==> config.mk <==
export PLATFORM = sky130hd
export DESIGN_NAME = sigmoid_bwd_pipe
export DESIGN_NICKNAME = d
export VERILOG_FILES = /design/src/rtl/sigmoid_bwd_pipe.sv
export SDC_FILE = /design/constraint.sdc
export NUM_CORES = 1
export LEC_CHECK = 0
export CORE_ASPECT_RATIO = 1.1
export CORE_MARGIN = 4
export CORE_UTILIZATION = 45
export CTS_CLUSTER_SIZE = 20
export DETAILED_ROUTE_END_ITERATION = 6
export PLACE_DENSITY_LB_ADDON = 0.08
export SLEW_MARGIN = 20
export SYNTH_ARGS = -nofsm -noshare
export SYNTH_HDL_FRONTEND = slang
export SYNTH_SLANG_ARGS = --single-unit
==> constraint.sdc <==
create_clock -name clk -period 13.2 [get_ports clk]
set_clock_uncertainty 0.1 [all_clocks]
set_input_delay 2.64 -clock clk [delete_from_list [all_inputs] [get_ports clk]]
set_output_delay 2.64 -clock clk [all_outputs]
set_load 0.02 [all_outputs]
==> src/rtl/sigmoid_bwd_pipe.sv <==
// Sigmoid backward pass: dx = g * y * (1 - y) in Q3.12, three-stage
// valid/ready pipeline (clamp+product, scale, round).
module sigmoid_bwd_pipe #(
    parameter int W    = 16,
    parameter int FRAC = 12
) (
    input  logic         clk,
    input  logic         rst,
    input  logic         in_valid,
    output logic         in_ready,
    input  logic [W-1:0] y,
    input  logic [W-1:0] g,
    output logic         out_valid,
    input  logic         out_ready,
    output logic [W-1:0] dx
);

    // Handshake: a beat moves on a rising edge where valid && ready on that
    // side; ready/valid outputs never look at in_valid, in_ready may look at
    // out_ready through the advance chain.

    localparam int ONE  = 1 << FRAC;
    localparam int HALF = 1 << (FRAC - 1);
    localparam int YW   = FRAC + 1;      // 0..ONE
    localparam int PW   = 2 * FRAC;      // yc * (ONE - yc) <= ONE^2 / 4
    localparam int DW   = FRAC - 1;      // d in 0..ONE/4
    localparam int MW   = W + DW;        // signed g * unsigned d

    logic          v1;
    logic          v2;
    logic          v3;
    logic [DW-1:0] d1;
    logic [W-1:0]  g1;
    logic [MW-1:0] m2;
    logic [W-1:0]  dx3;

    logic adv1;
    logic adv2;
    logic adv3;

    always_comb begin
        adv3 = !v3 || out_ready;
        adv2 = !v2 || adv3;
        adv1 = !v1 || adv2;
    end

    assign in_ready  = adv1;
    assign out_valid = v3;
    assign dx        = dx3;

    // S1: clamp y, form y*(1-y), round back to Q.12
    logic [YW-1:0] yc_n;
    logic [YW-1:0] s_n;
    logic [PW-1:0] p_n;
    logic [PW:0]   p_rnd;
    logic [DW-1:0] d_n;

    always_comb begin
        yc_n  = (y > W'(ONE)) ? YW'(ONE) : YW'(y);
        s_n   = YW'(ONE) - yc_n;
        p_n   = PW'(yc_n) * PW'(s_n);
        p_rnd = {1'b0, p_n} + (PW + 1)'(HALF);
        d_n   = DW'(p_rnd >> FRAC);
    end

    // S2: signed gradient times unsigned derivative
    logic signed [MW-1:0] g_ext;
    logic signed [MW-1:0] d_ext;
    logic signed [MW-1:0] m_n;

    always_comb begin
        g_ext = MW'($signed(g1));
        d_ext = MW'(d1);
        m_n   = g_ext * d_ext;
    end

    // S3: round half up; |dx| <= 2*ONE so the W-bit result never overflows
    logic signed [MW-1:0] r_n;
    logic [W-1:0]         dx_n;

    always_comb begin
        r_n  = $signed(m2) + MW'(HALF);
        dx_n = W'(r_n >>> FRAC);
    end

    always_ff @(posedge clk) begin
        if (rst) begin
            v1 <= 1'b0;
            d1 <= '0;
            g1 <= '0;
        end else if (adv1) begin
            v1 <= in_valid;
            if (in_valid) begin
                d1 <= d_n;
                g1 <= g;
            end
        end
    end

    always_ff @(posedge clk) begin
        if (rst) begin
            v2 <= 1'b0;
            m2 <= '0;
        end else if (adv2) begin
            v2 <= v1;
            if (v1) begin
                m2 <= m_n;
            end
        end
    end

    always_ff @(posedge clk) begin
        if (rst) begin
            v3  <= 1'b0;
            dx3 <= '0;
        end else if (adv3) begin
            v3 <= v2;
            if (v2) begin
                dx3 <= dx_n;
            end
        end
    end

endmodule

After elaboration in Yosys (flattened, before gate mapping)
Index checks and enable logic that the tools add are counted.

operators by class
  add/sub/neg operators = 3
  multipliers = 2
  div/mod/pow operators = 0
  $lt $le $gt $ge = 1
  equality and inequality tests = 0
  shifts and indexed selects = 0
  mux-type cells = 1
  bitwise logic cells = 0
  reductions and logical operators = 9

operators by type and width
  kind                                                                     number
  27-bit by 13-bit adder with 27-bit output (second input constant)        1
  16-bit by 12-bit multiplier with 27-bit output                           1
  23-bit by 12-bit adder with 23-bit output (second input constant)        1
  13-bit by 13-bit multiplier with 23-bit output                           1
  16-bit by 13-bit > comparator with 1-bit output (second input constant)  1
  13-bit two-way mux                                                       1
  13-bit subtractor (first input constant)                                 1
  2-bit AND reduction                                                      3
  1-bit logical NOT                                                        3
  1-bit logical OR                                                         3

storage, ports and cells
  register bits = 72
  latch bits = 0
  memory bits (writable) = 0
  memory bits (read-only) = 0
  logic and storage cells = 23
  memories = 0

Longest topological paths before layout
  depth in word-level cells = 5
  depth in mapped cells = 32
  depth with buffers taken out = 28

Worst setup path after synthesis
OpenSTA, ideal clock, no wires.

  kind = input to register
  start = input y[2]
  end = register d1[9]
  setup time = 0.101 ns
  arrival time = 10.477 ns
  data required time = 12.999 ns
  setup slack = 2.522 ns
  stages on the path = 28
  path through = or4_4 -> or4_4 -> o41ai_2 -> and2_1 -> buf_6 -> buf_12 -> nand2_4 -> buf_6 -> ha_1 -> inv_1 -> a21oi_1 -> ha_1 -> clkbuf_1 -> or2_2 -> fa_1 -> fa_1 -> fa_1 -> inv_1 -> fa_1 -> fa_1 -> fa_1 -> ha_1 -> nand3_1 -> a2111oi_0 -> nor3_1 -> o31a_1 -> nor2b_1 -> o41ai_1

between the ends
  longest elaborated chain between the ends = 5

RTL lines
  item                                              line  source
  start: declaration                                11    input logic [W-1:0] y,
  16-bit by 13-bit > comparator with 1-bit output   59    yc_n = (y > W'(ONE)) ? YW'(ONE) : YW'(y);
  13-bit two-way mux *                              59
  13-bit subtractor                                 60    s_n = YW'(ONE) - yc_n;
  13-bit by 13-bit multiplier with 23-bit output *  61    p_n = PW'(yc_n) * PW'(s_n);
  23-bit by 12-bit adder with 23-bit output *       62    p_rnd = {1'b0, p_n} + (PW + 1)'(HALF);
  end signal: assignment                            94    d1 <= d_n;
  end: declaration                                  32    logic [DW-1:0] d1;

Every way passes the cells marked *; elsewhere a longest branch is shown, timed or not.
A chain may end at the register's enable or synchronous reset.

Final worst setup path
  start = input y[2]
  end = register d1[10]

Same word-level chain as after synthesis.

==> impl_metrics.prom <==
# TYPE chip_impl_metric gauge
chip_impl_metric{name="worst_tran_pin_value",unit="ns"} 0.970
chip_impl_metric{name="io_pins",unit=""} 54
chip_impl_metric{name="report.final.hold_viol_count",unit=""} 0
chip_impl_metric{name="vias",unit=""} 9939
chip_impl_metric{name="syn-instance-count",unit=""} 1569
chip_impl_info{name="synth_top_flop_cell",value="sky130_fd_sc_hd__dfxtp_1"} 1
chip_impl_info{name="tritoncts",value="yes"} 1
chip_impl_metric{name="drc",unit=""} 0
chip_impl_metric{name="powerDensity",unit="nW/µm²"} 52.9
chip_impl_metric{name="die_x",unit="µm"} 176
chip_impl_metric{name="detail_routed_net_length_per_standard_cell",unit="µm"} 16.2
chip_impl_metric{name="cts.reportedPaths.clkPinSlew",unit="ns"} 0.06
chip_impl_info{name="ctsRootBufferMaster",value="sky130_fd_sc_hd__clkbuf_16"} 1
chip_impl_metric{name="count_of_flip_flops_with_a_built_in_enable_after_synthesis",unit=""} 0
chip_impl_metric{name="grt-ovfl-total",unit=""} 0
chip_impl_metric{name="start_util",unit="%"} 45.6
chip_impl_metric{name="post_dp_cell_area",unit="µm²"} 14700
chip_impl_metric{name="setup_total_negative_slack",unit="ns"} 0
chip_impl_info{name="critical_path.reg2reg.endpoint",value="m2[25]"} 1
chip_impl_metric{name="vdd_drop_max",unit="mV"} 0.0631
chip_impl_metric{name="asyncSetResetFlopFracSynth",unit="%"} 0
chip_impl_metric{name="met1_usage",unit="%"} 24.5
chip_impl_metric{name="final_layout_size_suffix_gt1_share",unit="%"} 5.21
chip_impl_metric{name="post_synthesis_sequential_element_count",unit=""} 61
chip_impl_metric{name="synth_top_cell_area_share",unit="%"} 39.7
chip_impl_metric{name="core",unit="µm²"} 30500
chip_impl_info{name="crit_path_start_kind",value="primary input"} 1
chip_impl_metric{name="finalSetupViolations",unit=""} 0
chip_impl_info{name="cell_types_with_the_largest_area_share_after_synthesis",value="sky130_fd_sc_hd__fa_1 (40%), sky130_fd_sc_hd__ha_1 (12%), sky130_fd_sc_hd__inv_1 (8.9%)"} 1
chip_impl_info{name="ys_top_cells_by_count",value="sky130_fd_sc_hd__inv_1 (329), sky130_fd_sc_hd__fa_1 (276), sky130_fd_sc_hd__nand2_1 (170), sky130_fd_sc_hd__ha_1 (137), sky130_fd_sc_hd__and2_1 (92)"} 1
chip_impl_metric{name="fmaxAchievable",unit="MHz"} 84.5
chip_impl_metric{name="route.final.wire_length",unit="mm"} 32.2
chip_impl_info{name="crit_path_top_delay_cell",value="sky130_fd_sc_hd__or4_4"} 1
chip_impl_metric{name="clk_sinks",unit=""} 61
chip_impl_info{name="end_kind",value="register"} 1
chip_impl_info{name="cpMostUsedCell",value="sky130_fd_sc_hd__fa_1"} 1
chip_impl_metric{name="final_core_utilization",unit="%"} 49.2
chip_impl_metric{name="antenna_violations_before_repair",unit=""} 0
chip_impl_metric{name="synthesis.area_per_instance",unit="µm²"} 8.87
chip_impl_metric{name="initial_drt_pass_iterations",unit=""} 4
chip_impl_info{name="critPathLaunch",value="y[2]"} 1
chip_impl_metric{name="cpPeakStageDelay",unit="ns"} 0.59
chip_impl_metric{name="finalWeightedCongestion",unit=""} 0.845
chip_impl_metric{name="drv_slew",unit=""} 0
chip_impl_metric{name="grt_start_max_net_pins",unit=""} 63
chip_impl_metric{name="vias_per_cell",unit=""} 5.00
chip_impl_info{name="yosysTopAreaCell",value="sky130_fd_sc_hd__fa_1"} 1
chip_impl_metric{name="die_outline_area",unit="µm²"} 33800
chip_impl_metric{name="gr-usage-met2",unit="%"} 39.7
chip_impl_info{name="min-delay-path-class",value="register to register"} 1
chip_impl_metric{name="synth_seq_area_share",unit="%"} 8.77
chip_impl_metric{name="worst-endpoint-arrival",unit="ns"} 12.00
chip_impl_metric{name="num-nets-final",unit=""} 2019
chip_impl_info{name="worst_r2r_startpoint",value="d1[3]"} 1
chip_impl_metric{name="die_height",unit="µm"} 192
chip_impl_metric{name="diodes",unit=""} 0
chip_impl_metric{name="layout_worst_path_cycle_share",unit="%"} 89.6
chip_impl_metric{name="holdBufCountCts",unit=""} 0
chip_impl_metric{name="worst_slew_slack_as_a_fraction_of_its_limit",unit="%"} 35.1
chip_impl_metric{name="use_met3",unit="%"} 1.31
chip_impl_metric{name="drt_first_iter_violations",unit=""} 314
chip_impl_metric{name="grt_use_total",unit="%"} 20.4
chip_impl_metric{name="h_tree_level_count",unit=""} 3
chip_impl_metric{name="via_count_of_the_first_global_routing_pass",unit=""} 11100
chip_impl_metric{name="io_buffers",unit=""} 53
chip_impl_metric{name="fp-row-count",unit=""} 67
chip_impl_metric{name="leakage",unit="µW"} 0.00722
chip_impl_metric{name="finalInstanceArea",unit="µm²"} 15000
chip_impl_metric{name="timing.max_cap.violations",unit=""} 0
chip_impl_metric{name="final.min_clock_period",unit="ns"} 11.83
chip_impl_metric{name="tritoncts.num_buffers",unit=""} 9
chip_impl_metric{name="cts_resized",unit=""} 0
chip_impl_metric{name="drt.antenna.violating_nets",unit=""} 0
chip_impl_info{name="library_cell_with_the_highest_instance_count_after_synthesis",value="sky130_fd_sc_hd__inv_1"} 1
chip_impl_info{name="most_used_routing_layer",value="met2"} 1
chip_impl_info{name="run_status",value="completed"} 1
chip_impl_metric{name="insertion_delay",unit="ns"} 0.34
chip_impl_metric{name="global_route_wire_length_before_repair",unit="mm"} 55.3
chip_impl_metric{name="timing.critical_path.required",unit="ns"} 13.37
chip_impl_metric{name="number_of_cells_on_the_worst_reg_to_reg_path",unit=""} 17
chip_impl_info{name="critical_path.endpoint",value="d1[10]"} 1
chip_impl_metric{name="worstPathMaxFanout",unit=""} 16
chip_impl_metric{name="yosysWarningCount",unit=""} 0
chip_impl_metric{name="mappedNetlistArea",unit="µm²"} 13900
chip_impl_info{name="rsz_0062_raised_after_global_routing",value="false"} 1
chip_impl_metric{name="hpwlAfterDp",unit="mm"} 26.6
chip_impl_metric{name="yosys.cell_types.count",unit=""} 67
chip_impl_metric{name="postCtsSetupRepairBufs",unit=""} 0
chip_impl_metric{name="clock_tree.buffer_depth",unit=""} 2
chip_impl_info{name="start_to_end_type_of_the_worst_setup_path",value="primary input to register"} 1
chip_impl_metric{name="worst-r2r-setup-slack",unit="ns"} 7.16
chip_impl_metric{name="syn2layout_area_growth",unit="%"} 7.84
-- through the flow --
step | instances | power (µW) | setup WS (ns) | hold WS (ns)
global route | 1989 | 862 | 0.839 | 0.401
global placement | 1973 | 536 | 1.20 | 0.368
CTS | 1989 | 813 | 1.35 | 0.388
detailed placement | 1973 | 537 | 0.963 | 0.379
finish | 1989 | 795 | 1.37 | 0.386
floorplan | 1576 | 437 | 2.52 | 0.344
-- final cells by class --
type	count	area, µm²
Multi-Input combinational cell	1107	11100
Clock inverter	5	82.6
Inverter	330	1240
Sequential cell	61	1220
Timing Repair Buffer	61	586
Clock buffer	11	243
Fill cell	3020	15500
Tap cell	414	518
-- cell families (layout without fill, tap and decap cells) --
group                      after synthesis  count (layout)  share of synthesized area (%)
other                                    2               9                         0.0539
adders and majority gates              413             413                           52.0
muxes                                    1               1                         0.0719
xor gates and xnor gates                38              38                           2.39
AOI/OAI and AO/OA                      131             131                           6.30
and+or+nand+nor                        515             515                           18.8
DFF                                     61              61                           8.77
buffers and inverters                  408             407                           11.7
-- sequential cells by signal (all words and copies together) (netlist names) --
| signal | flops |
|---|---|
| g1 | 16 |
| m2 | 16 |
| dx | 15 |
| d1 | 11 |
| out_valid | 1 |
| v1 | 1 |
| v2 | 1 |
-- report_power, final --
group          total (µW)  switching, µW  internal [µW]
sequential            235           37.2            197
clock                 265           94.0            171
combinational         295            168            127
-- cells in the final DEF, fill, tap and decap left out, types with 6 or more instances in the layout --
cell type and n:
sky130_fd_sc_hd__a211oi_1 19, sky130_fd_sc_hd__nand3b_1 6, sky130_fd_sc_hd__nor2_1 80, sky130_fd_sc_hd__xor2_1 11, sky130_fd_sc_hd__ha_1 137, sky130_fd_sc_hd__o21ai_0 15, sky130_fd_sc_hd__inv_1 329, sky130_fd_sc_hd__conb_1 9
sky130_fd_sc_hd__o31ai_1 7, sky130_fd_sc_hd__or2_1 29, sky130_fd_sc_hd__fa_1 276, sky130_fd_sc_hd__o21a_1 6, sky130_fd_sc_hd__and2_1 92, sky130_fd_sc_hd__buf_4 8, sky130_fd_sc_hd__nand3_1 22, sky130_fd_sc_hd__clkdlybuf4s50_1 52
sky130_fd_sc_hd__a21oi_1 41, sky130_fd_sc_hd__and3_1 8, sky130_fd_sc_hd__nand2_1 170, sky130_fd_sc_hd__nand2b_1 12, sky130_fd_sc_hd__a21o_1 7, sky130_fd_sc_hd__xnor2_1 27, sky130_fd_sc_hd__a31oi_1 6, sky130_fd_sc_hd__clkbuf_16 9
sky130_fd_sc_hd__dfxtp_1 61, sky130_fd_sc_hd__or2_2 42, sky130_fd_sc_hd__nor3_1 13
-- how the worst min path moves through the flow --
| stage | start | to | slack, ns | depth (start not counted) |
|---|---|---|---|---|
| after CTS | m2[11] | m2[11] | 0.39 | 2 |
| after global placement | m2[12] | m2[12] | 0.37 | 2 |
| after detailed placement | m2[11] | m2[11] | 0.38 | 2 |
| after global routing | m2[12] | m2[12] | 0.40 | 2 |
| after floorplan | g1[10] | g1[10] | 0.34 | 2 |
| final | m2[11] | m2[11] | 0.39 | 2 |
-- per-layer routing --
metal	share of wire (%)	wire length, µm
met3	2.1	671
met5	0	0
met2	55	17600
met4	1.6	500
met1	42	13400
-- worst max-delay path: cells and delay by family --
family          cells  cell delay, ns
fa+ha+maj           9            3.99
simple gates        8            3.12
compound gates      6            1.14
buf+inv             6            1.10
Power figures use the tool's default switching activity.
